==> src/rtl/projectile_scheduler_if.sv <==
// projectile_scheduler_if: player inputs, tick strobe and slot/grant/hit outputs of the projectile scheduler.
interface projectile_scheduler_if;
    logic       tick;
    logic       p1_req, p2_req;
    logic [6:0] p1_x, p1_y, p2_x, p2_y;
    logic       p1_mirrored, p2_mirrored;
    logic       slot0_en, slot1_en;
    logic [6:0] slot0_x, slot0_y, slot1_x, slot1_y;
    logic       slot0_owner, slot1_owner;
    logic       grant_p1, grant_p2;
    logic       hit_p1, hit_p2;
    modport slave (
        input  tick, p1_req, p2_req, p1_x, p1_y, p2_x, p2_y, p1_mirrored, p2_mirrored,
        output slot0_en, slot1_en, slot0_x, slot0_y, slot1_x, slot1_y,
               slot0_owner, slot1_owner, grant_p1, grant_p2, hit_p1, hit_p2
    );
    modport master (
        output tick, p1_req, p2_req, p1_x, p1_y, p2_x, p2_y, p1_mirrored, p2_mirrored,
        input  slot0_en, slot1_en, slot0_x, slot0_y, slot1_x, slot1_y,
               slot0_owner, slot1_owner, grant_p1, grant_p2, hit_p1, hit_p2
    );
endinterface

==> src/rtl/projectile_scheduler.sv <==
// projectile_scheduler: two shared projectile slots, arbitrated between both players, stepped on tick and retired on hit or screen edge.
module projectile_scheduler #(
    parameter int SCREEN_W       = 96,
    parameter int BULLET_RADIUS  = 4,
    parameter int RAISE_BULLET   = 5,
    parameter int COOLDOWN_TICKS = 20
) (
    input logic clk,
    input logic rst,
    projectile_scheduler_if.slave b
);
    localparam int CW = $clog2(COOLDOWN_TICKS + 1);
    localparam logic [7:0] R = 8'(BULLET_RADIUS);
    localparam logic [7:0] RB = 8'(RAISE_BULLET);
    localparam logic [6:0] RB7 = 7'(RAISE_BULLET);
    localparam logic [7:0] XMAX = 8'(SCREEN_W - BULLET_RADIUS);
    localparam logic [CW-1:0] CD_LOAD = CW'(COOLDOWN_TICKS);

    typedef enum logic [1:0] {IDLE, SPAWN, FLY} state_t;

    state_t        state_q [2], state_d [2];
    logic [6:0]    x_q [2], x_d [2], y_q [2], y_d [2];
    logic          own_q [2], own_d [2], dir_q [2], dir_d [2];
    logic [CW-1:0] cd_q [2], cd_d [2];
    logic [1:0]    prev_q, prev_d, pend_q, pend_d;
    logic [1:0]    grant_q, grant_d, hit_q, hit_d;
    logic          rr_q, rr_d;

    logic [1:0] req, mir, free, lf;
    logic [1:0] take [2];
    logic [6:0] px [2], py [2];
    logic       w, opp, hit, edge_r;
    logic [7:0] ox, oy, sx, sy;

    assign req = {b.p2_req, b.p1_req};
    assign mir = {b.p2_mirrored, b.p1_mirrored};
    assign px[0] = b.p1_x;
    assign px[1] = b.p2_x;
    assign py[0] = b.p1_y;
    assign py[1] = b.p2_y;

    always_comb begin
        free = {state_q[1] == IDLE, state_q[0] == IDLE};
        lf = free[0] ? 2'b01 : {free[1], 1'b0};
        rr_d = rr_q;
        take[0] = 2'b00;
        take[1] = 2'b00;
        if (&pend_q && &free) begin
            take[0] = 2'b01;
            take[1] = 2'b10;
        end else if (&pend_q) begin
            // a single free slot goes to the favoured player; the pointer flips only when it was contested
            take[0] = rr_q ? 2'b00 : lf;
            take[1] = rr_q ? lf : 2'b00;
            rr_d = rr_q ^ (|free);
        end else begin
            take[0] = pend_q[0] ? lf : 2'b00;
            take[1] = pend_q[1] ? lf : 2'b00;
        end
        prev_d = req;
        grant_d = '0;
        pend_d = pend_q;
        for (int p = 0; p < 2; p++) begin
            grant_d[p] = |take[p];
            pend_d[p] = grant_d[p] ? 1'b0 : pend_q[p] | (req[p] & ~prev_q[p] & (cd_q[p] == '0));
            cd_d[p] = grant_d[p] ? CD_LOAD : (b.tick && cd_q[p] != '0) ? cd_q[p] - CW'(1) : cd_q[p];
        end
        hit_d = '0;
        w = 1'b0;
        opp = 1'b0;
        ox = '0;
        oy = '0;
        sx = '0;
        sy = '0;
        hit = 1'b0;
        edge_r = 1'b0;
        for (int i = 0; i < 2; i++) begin
            state_d[i] = state_q[i];
            x_d[i] = x_q[i];
            y_d[i] = y_q[i];
            own_d[i] = own_q[i];
            dir_d[i] = dir_q[i];
            w = take[1][i];
            opp = ~own_q[i];
            ox = {1'b0, px[opp]};
            oy = {1'b0, py[opp]};
            sx = {1'b0, x_q[i]};
            sy = {1'b0, y_q[i]};
            // box test moved to the positive side of each inequality so nothing can underflow
            hit = state_q[i] == FLY && sx + R >= ox && sx <= ox + R && sy + RB + R >= oy && sy + RB <= oy + R;
            edge_r = sx <= R || sx >= XMAX;
            if (state_q[i] == IDLE && (take[0][i] | take[1][i])) begin
                state_d[i] = SPAWN;
                own_d[i] = w;
                dir_d[i] = mir[w];
                x_d[i] = px[w];
                y_d[i] = py[w] >= RB7 ? py[w] - RB7 : 7'd0;
            end else if (state_q[i] == SPAWN) begin
                state_d[i] = FLY;
            end else if (hit) begin
                state_d[i] = IDLE;
                hit_d[opp] = 1'b1;
            end else if (state_q[i] == FLY && edge_r) begin
                state_d[i] = IDLE;
            end else if (state_q[i] == FLY && b.tick) begin
                x_d[i] = dir_q[i] ? x_q[i] - 7'd1 : x_q[i] + 7'd1;
            end
        end
    end

    always_ff @(posedge clk or posedge rst) begin
        if (rst) begin
            state_q <= '{default: IDLE};
            x_q <= '{default: '0};
            y_q <= '{default: '0};
            own_q <= '{default: 1'b0};
            dir_q <= '{default: 1'b0};
            cd_q <= '{default: '0};
            prev_q <= '0;
            pend_q <= '0;
            grant_q <= '0;
            hit_q <= '0;
            rr_q <= 1'b0;
        end else begin
            state_q <= state_d;
            x_q <= x_d;
            y_q <= y_d;
            own_q <= own_d;
            dir_q <= dir_d;
            cd_q <= cd_d;
            prev_q <= prev_d;
            pend_q <= pend_d;
            grant_q <= grant_d;
            hit_q <= hit_d;
            rr_q <= rr_d;
        end
    end

    assign b.slot0_en = state_q[0] == FLY;
    assign b.slot1_en = state_q[1] == FLY;
    assign b.slot0_x = x_q[0];
    assign b.slot0_y = y_q[0];
    assign b.slot1_x = x_q[1];
    assign b.slot1_y = y_q[1];
    assign b.slot0_owner = own_q[0];
    assign b.slot1_owner = own_q[1];
    assign b.grant_p1 = grant_q[0];
    assign b.grant_p2 = grant_q[1];
    assign b.hit_p1 = hit_q[0];
    assign b.hit_p2 = hit_q[1];
endmodule
==> src/flat_wrapper.sv <==
// flat-port wrapper written by rule: the top's interface ports become plain ports
module projectile_scheduler_flat 
#(
    parameter int SCREEN_W       = 96,
    parameter int BULLET_RADIUS  = 4,
    parameter int RAISE_BULLET   = 5,
    parameter int COOLDOWN_TICKS = 20
)
  (clk, rst, b_tick, b_p1_req, b_p2_req, b_p1_x, b_p1_y, b_p2_x, b_p2_y, b_p1_mirrored, b_p2_mirrored, b_slot0_en, b_slot1_en, b_slot0_x, b_slot0_y, b_slot1_x, b_slot1_y, b_slot0_owner, b_slot1_owner, b_grant_p1, b_grant_p2, b_hit_p1, b_hit_p2);
  projectile_scheduler_if b_i ();
  input logic clk;
  input logic rst;
  input wire logic [$bits(b_i.tick)-1:0] b_tick;
  input wire logic [$bits(b_i.p1_req)-1:0] b_p1_req;
  input wire logic [$bits(b_i.p2_req)-1:0] b_p2_req;
  input wire logic [$bits(b_i.p1_x)-1:0] b_p1_x;
  input wire logic [$bits(b_i.p1_y)-1:0] b_p1_y;
  input wire logic [$bits(b_i.p2_x)-1:0] b_p2_x;
  input wire logic [$bits(b_i.p2_y)-1:0] b_p2_y;
  input wire logic [$bits(b_i.p1_mirrored)-1:0] b_p1_mirrored;
  input wire logic [$bits(b_i.p2_mirrored)-1:0] b_p2_mirrored;
  output wire logic [$bits(b_i.slot0_en)-1:0] b_slot0_en;
  output wire logic [$bits(b_i.slot1_en)-1:0] b_slot1_en;
  output wire logic [$bits(b_i.slot0_x)-1:0] b_slot0_x;
  output wire logic [$bits(b_i.slot0_y)-1:0] b_slot0_y;
  output wire logic [$bits(b_i.slot1_x)-1:0] b_slot1_x;
  output wire logic [$bits(b_i.slot1_y)-1:0] b_slot1_y;
  output wire logic [$bits(b_i.slot0_owner)-1:0] b_slot0_owner;
  output wire logic [$bits(b_i.slot1_owner)-1:0] b_slot1_owner;
  output wire logic [$bits(b_i.grant_p1)-1:0] b_grant_p1;
  output wire logic [$bits(b_i.grant_p2)-1:0] b_grant_p2;
  output wire logic [$bits(b_i.hit_p1)-1:0] b_hit_p1;
  output wire logic [$bits(b_i.hit_p2)-1:0] b_hit_p2;
  assign b_i.tick = b_tick;
  assign b_i.p1_req = b_p1_req;
  assign b_i.p2_req = b_p2_req;
  assign b_i.p1_x = b_p1_x;
  assign b_i.p1_y = b_p1_y;
  assign b_i.p2_x = b_p2_x;
  assign b_i.p2_y = b_p2_y;
  assign b_i.p1_mirrored = b_p1_mirrored;
  assign b_i.p2_mirrored = b_p2_mirrored;
  assign b_slot0_en = b_i.slot0_en;
  assign b_slot1_en = b_i.slot1_en;
  assign b_slot0_x = b_i.slot0_x;
  assign b_slot0_y = b_i.slot0_y;
  assign b_slot1_x = b_i.slot1_x;
  assign b_slot1_y = b_i.slot1_y;
  assign b_slot0_owner = b_i.slot0_owner;
  assign b_slot1_owner = b_i.slot1_owner;
  assign b_grant_p1 = b_i.grant_p1;
  assign b_grant_p2 = b_i.grant_p2;
  assign b_hit_p1 = b_i.hit_p1;
  assign b_hit_p2 = b_i.hit_p2;
  projectile_scheduler #(.SCREEN_W(SCREEN_W), .BULLET_RADIUS(BULLET_RADIUS), .RAISE_BULLET(RAISE_BULLET), .COOLDOWN_TICKS(COOLDOWN_TICKS)) u_core (.clk(clk), .rst(rst), .b(b_i));
endmodule
==> config.mk <==
export PLATFORM = sky130hd
export DESIGN_NAME = projectile_scheduler_flat
export DESIGN_NICKNAME = d
export VERILOG_FILES = /design/src/rtl/projectile_scheduler_if.sv /design/src/rtl/projectile_scheduler.sv /design/src/flat_wrapper.sv
export SDC_FILE = /design/constraint.sdc
export NUM_CORES = 1
export LEC_CHECK = 0
export CORE_ASPECT_RATIO = 0.6
export CORE_MARGIN = 8
export CORE_UTILIZATION = 35
export CTS_BUF_LIST = sky130_fd_sc_hd__clkbuf_16
export CTS_CLUSTER_DIAMETER = 60
export DETAILED_ROUTE_END_ITERATION = 16
export PLACE_DENSITY = 0.62
export SETUP_SLACK_MARGIN = 0.4
export SLEW_MARGIN = 20
export SYNTH_ARGS = -nofsm -noshare
export SYNTH_HDL_FRONTEND = slang
export SYNTH_SLANG_ARGS = --single-unit
export TNS_END_PERCENT = 1
==> constraint.sdc <==
create_clock -name clk -period 4.3 [get_ports clk]
set_clock_uncertainty 0.2 [all_clocks]
set_input_delay 0.86 -clock clk [delete_from_list [all_inputs] [get_ports clk]]
set_output_delay 0.86 -clock clk [all_outputs]
set_load 0.1 [all_outputs]
# Word-level counts from Yosys, hierarchy flattened
# Cells that the tools add are included.
[op_classes]
add_sub_neg = 18
magnitude_cmp = 24
mux = 73
n_reduce_logical = 41
n_eq_ne = 10
bitwise_logic = 19
[ops]
columns = ["op", "count"]
rows = [
  ["$mux W7", 38],
  ["$add A7 B3 Y8 const B", 8],
  ["$mux W2", 19],
  ["$ge A8 B7 Y1", 4],
  ["$mux W5", 4],
  ["$logic_and A1 B1 Y1", 19],
  ["$add A8 B3 Y8 const B", 2],
  ["$le A7 B8 Y1", 2],
  ["$le A8 B8 Y1", 2],
  ["$add A7 B1 Y7 const B", 2],
  ["$ge A7 B3 Y1 const B", 2],
  ["$ge A7 B7 Y1 const B", 2],
  ["$le A7 B3 Y1 const B", 2],
  ["$sub A7 B1 Y7 const B", 2],
  ["$sub A7 B3 Y7 const B", 2],
  ["$logic_not A5 Y1", 2],
  ["$reduce_bool A5 Y1", 2],
  ["$sub A5 B1 Y5 const B", 2],
  ["$ge A2 B2 Y1 const B", 4],
  ["$lt A1 B2 Y1 const B", 4],
  ["$mux W1", 8],
  ["$mux W4", 2],
  ["$ne A2 B1 Y1 const B", 4],
  ["$not A1 Y2", 4],
  ["other kinds (18)", 43],
]
[totals]
ff_bits = 55

# Longest topological paths before layout
[depth]
word_depth = 17
ltp_mapped = 15
ltp_nobuf = 13

# Worst setup path after synthesis
# OpenSTA, ideal clock, no wires.
[synth_path]
kind = "register -> register"
from = "reg u_core.own_q, in the netlist u_core.b.slot1_owner"
to = "reg u_core.x_q, in the netlist u_core.b.slot1_x[3]"
arrival_time_ps = 3889
synth_period_minus_slack_ps = 4217
path_slack_ps = 83
stages_incl_launch_ff = 13
cell_sequence = "dfrtp_1 > buf_2 > buf_1 > mux2i_1 > xnor2_1 > ha_1 > nand4_1 > or3_1 > nor2b_1 > a221oi_2 > o211a_1 > a21oi_2 > mux2_1"
[synth_via]
elab_chain_cells = 12
word_cells_on_any_way = 20
[synth_lines]
columns = ["item", "line", "rtl"]
rows = [
  ["start, declared", "projectile_scheduler.sv:23", "logic own_q [2], own_d [2], dir_q [2], dir_d [2];"],
  ["start signal, assigned", "projectile_scheduler.sv:128", "own_q <= own_d;"],
  ["$not A1 Y1 (*)", "projectile_scheduler.sv:84", "opp = ~own_q[i];"],
  ["$not A1 Y2 (not written as such) (*)", "projectile_scheduler.sv:85, projectile_scheduler.sv:86", ""],
  ["$mux W7 (not written as such) (3 in series)", "projectile_scheduler.sv:85", "ox = {1'b0, px[opp]};"],
  ["$add A7 B3 Y8 / $ge A8 B7 Y1 (equally long branches)", "projectile_scheduler.sv:90", "hit = state_q[i] == FLY && sx + R >= ox && sx <= ox + R && sy + RB + R >= oy && sy + RB <= oy + R;"],
  ["$le A7 B8 Y1 / $logic_and A1 B1 Y1 (equally long branches)", "projectile_scheduler.sv:90", ""],
  ["$logic_and A1 B1 Y1 (2 in series)", "projectile_scheduler.sv:90", ""],
  ["$logic_and A1 B1 Y1 (*)", "projectile_scheduler.sv:90", ""],
  ["$ne A2 B2 Y1 (no line) (*)", "n/a", ""],
  ["$reduce_and A4 Y1 (no line) (*)", "n/a", ""],
  ["end signal, assigned", "projectile_scheduler.sv:114", "x_q <= '{default: '0};"],
  ["end signal, assigned", "projectile_scheduler.sv:126", "x_q <= x_d;"],
  ["end, declared", "projectile_scheduler.sv:22", "logic [6:0] x_q [2], x_d [2], y_q [2], y_d [2];"],
]
# Mark *: on every way between the ends. The rest lies on a longest branch, timed or not. The select of a mux whose other input is x is not followed.
# A chain may end at the register's enable or synchronous reset.

# Worst setup path after layout
[layout_path]
from = "in b_p1_y[5]"
to = "reg u_core.x_q, in the netlist u_core.b.slot1_x[3]"
[layout_via]
elab_chain_cells = 8
word_cells_on_any_way = 10
[layout_lines]
columns = ["item", "line", "rtl"]
rows = [
  ["start, declared", "flat_wrapper.sv:17", "input wire logic [$bits(b_i.p1_y)-1:0] b_p1_y;"],
  ["$mux W7 (not written as such) (*) (3 in series)", "projectile_scheduler.sv:86", "oy = {1'b0, py[opp]};"],
  ["$add A7 B3 Y8 / $ge A8 B7 Y1 (equally long branches)", "projectile_scheduler.sv:90", ""],
  ["$le A8 B8 Y1 / $logic_and A1 B1 Y1 (equally long branches)", "projectile_scheduler.sv:90", ""],
  ["$logic_and A1 B1 Y1 (*)", "projectile_scheduler.sv:90", ""],
  ["$ne A2 B2 Y1 (no line) (*)", "n/a", ""],
  ["$reduce_and A4 Y1 (no line) (*)", "n/a", ""],
]
# Marked as above.

==> results.py <==
metrics = {
    "critical_path": {
        "start_kind": "input port",
        "arrival_ns": 3.80,
        "crit_path_cell_trace": "clkdlybuf4s50_1, mux2i_2, nor2_1, nand2_1, xnor2_1, ha_1, nand4_1, or3_4, nor2b_1, a221oi_2, o211a_1, a21oi_4, mux2_4",
        "crit_fanout": 4,
        "crit_type": "input port to flop",
        "cpPeakStageDelay_ns": 0.44,
        "end_kind": "flop",
        "cp.required_ns": 4.29,
        "crit_slowest_cell": "clkdlybuf4s50_1",
    },
    "placement": {
        "place_area_um2": 7142,
        "io_buffers": 70,
        "dp_hpwl_mm": 14.34,
        "gp_congestion": 0.9073,
    },
    "sta": {
        "maxSlewViolCount": 0,
        "rsz0062_at_grt": "true",
        "tightest_slew_ns": 1.125,
        "period_needed_ns": 3.813,
        "setup_violations": 0,
        "final-hold-violation-count": 0,
        "fmax_ghz": 0.2623,
        "fin_crit_sh_pct": 88.67,
        "fin_setup_tns_ns": 0,
        "relSlewSlack_pct": 24.71,
    },
    "clock_tree": {
        "cts.reportedPaths.clkPinSlew_ns": 0.08,
        "cts_root_buffer": "clkbuf_16",
        "clock_sinks": 55,
        "cts_buffers": 5,
        "cts_tree": "done",
        "cts_buffer_depth": 2,
        "insertion_delay_ns": 0.30,
        "htreeDepth": 2,
        "holdBufCountCts": 0,
    },
    "die": {
        "ios": 71,
        "initial_utilization_pct": 35.42,
        "die-area_um2": 21730,
        "coreArea_um2": 16940,
        "placementRows": 37,
        "fp.dieW_um": 185.0,
        "die_h_um": 117.4,
    },
    "detailed_routing": {
        "drt-pass1-iter-count": 6,
        "wl_per_cell_um": 17.68,
        "vias": 5508,
        "drc": 0,
        "vias_per_cell": 5.389,
        "wl_mm": 18.07,
        "drtIter0Drc": 430,
        "ant_nets": 0,
    },
    "grt": {
        "grt_overflow_total": 0,
        "grt_usage_pct": 16.42,
        "grt_max_degree": 33,
        "antenna_found_initial": 1,
        "grt_pass1_vias": 5400,
        "grt_pass1_wl_mm": 28.82,
    },
    "synthesis": {
        "syn-num-nets": 811,
        "synth_flop_cell": "dfrtp_1",
        "async_flop_share_pct": 100.0,
        "yosys_warnings": 0,
        "ys_ff_latch": 55,
        "yosysSeqAreaShare_pct": 22.94,
        "postSynthCellCount": 694,
        "syn_avg_cell_area_um2": 8.647,
        "syn_area_um2": 6001,
        "synth-edff-count": 0,
        "synth_cell_types": 77,
    },
    "cells_and_area": {
        "final_common_cell": "ha_1",
        "layout-drive-gt1-share_pct": 12.45,
        "area.sequential_um2": 1381,
        "final_cell_mix": "ha_1 (79), clkdlybuf4s50_1 (63), nand2_1 (56)",
        "fin_nets": 903,
        "area_growth_pct": 23.50,
        "n_fill_cell": 1714,
        "multi_input_area_um2": 4398,
        "fin_area_um2": 7411,
        "final_util_pct": 43.74,
    },
    "min_path": {
        "hp-class": "flop to flop",
    },
    "status": {
        "status": "completed",
    },
    "run": {
        "drv_cap": 0,
    },
}
==> layout make-up <==
| cell class | count | area share [%] |
|---|---|---|
| Multi-Input combinational cell | 563 | 59.34 |
| Inverter | 53 | 2.684 |
| Clock buffer | 5 | 1.688 |
| Sequential cell | 55 | 18.64 |
| Antenna cell | 1 | 0.03377 |
| Clock inverter | 3 | 0.3208 |
| Timing Repair Buffer | 108 | 13.34 |
| Tap cell | 234 | 3.951 |
==> Yosys cell counts, types with 5 or more instances <==
cell	count	area, um^2
a211oi_1	9	67.56
a21o_1	12	90.09
a21oi_1	36	180.2
a21oi_2	5	43.79
a22o_1	6	52.55
a22oi_1	5	37.54
a31oi_1	9	56.30
buf_2	6	30.03
clkbuf_1	9	33.78
dfrtp_1	55	1376
ha_1	80	1001
inv_1	53	198.9
mux2_2	6	67.56
mux2i_1	42	420.4
nand2_1	56	210.2
nand2b_1	7	43.79
nand3_1	13	65.06
nand4_1	7	43.79
nor2_1	47	176.4
nor2b_1	13	81.33
nor3_1	14	70.07
o2111ai_1	8	70.07
o21ai_0	41	205.2
o22ai_1	6	37.54
xnor2_1	37	324.1
xor2_1	21	183.9
==> worst max-delay path, delay by kind of cell <==
family,cells,cell delay [ns]
AO/OA/AOI/OAI,3,0.64
XOR/XNOR,1,0.07
adder cells (fa/ha/maj),1,0.31
buffers and inverters,1,0.44
multiplexers,2,0.69
AND/OR/NAND/NOR,5,0.79
==> cell families (layout without fill, tap and decap cells) <==
logic type               after synthesis  in the layout  share of synthesized area [%]
XOR/XNOR                              58             58                          8.465
adder cells (fa/ha/maj)               82             82                          17.35
multiplexers                          49             49                          8.319
other                                  0              1                              0
AND/OR/NAND/NOR                      183            183                          14.89
buffers and inverters                 76            169                          5.275
flip-flops                            55             55                          22.94
AO/OA/AOI/OAI                        191            191                          22.77
==> worst paths after layout <==
kind / startpoint / end / slack (ns) / depth (start not counted)
worst max-delay path: b_p1_y[5] / u_core.b.slot1_x[3] / 0.49 / 13
worst min-delay path: u_core.cd_q[4] / u_core.cd_q[4] / 0.33 / 1
worst max register to register: u_core.b.slot1_owner / u_core.b.slot1_x[3] / 0.50 / 13
worst min register to register: u_core.cd_q[4] / u_core.cd_q[4] / 0.33 / 1
max in group asynchronous: rst / u_core.b.slot1_owner / 2.41 / 3
min in group asynchronous: rst / u_core.b.slot1_y[1] / 0.79 / 2
==> metal layers <==
layer | vias up | wire length (um) | part of all wire [%] | track usage (%)
met5 | - | 0 | 0 | 0
met4 | 0 | 113 | 0.63 | 2.191
met3 | 9 | 1585 | 8.8 | 4.470
met2 | 183 | 6834 | 38 | 22.47
met1 | 2590 | 9540 | 53 | 25.30
li1 | 2726 | - | - | -
==> metrics by stage <==
stage	cells	hold slack, ns	setup WS [ns]
floorplan	694	0.2809	0.3636
global placement	1009	0.3080	-0.006167
detailed placement	1009	0.3174	-0.01772
CTS	1019	0.3387	0.4448
global route	1022	0.3699	0.3483
finish	1022	0.3316	0.4870
==> timing repair <==
item                       in CTS  in global routing
setup endpoints to repair       7                 11
cloned                          0                  0
pin swaps                       3                  5
gates resized for setup         2                 17
buffers inserted                2                  2
==> flip-flops by register name, indices dropped and copies added (netlist names) <==
| name | count |
|---|---|
| u_core.dir_q | 2 |
| u_core.state_q | 4 |
| u_core.b.slot1_x | 7 |
| u_core.b.slot1_y | 7 |
| u_core.prev_q | 2 |
| u_core.grant_q | 2 |
| u_core.b.slot0_x | 7 |
| u_core.rr_q | 1 |
| u_core.b.slot1_owner | 1 |
| u_core.hit_q | 2 |
| u_core.pend_q | 2 |
| u_core.b.slot0_y | 7 |
| u_core.b.slot0_owner | 1 |
| u_core.cd_q | 10 |
Power is not shown: default switching activity piles up to over one toggle a cycle in this logic, so the estimate is an artifact.
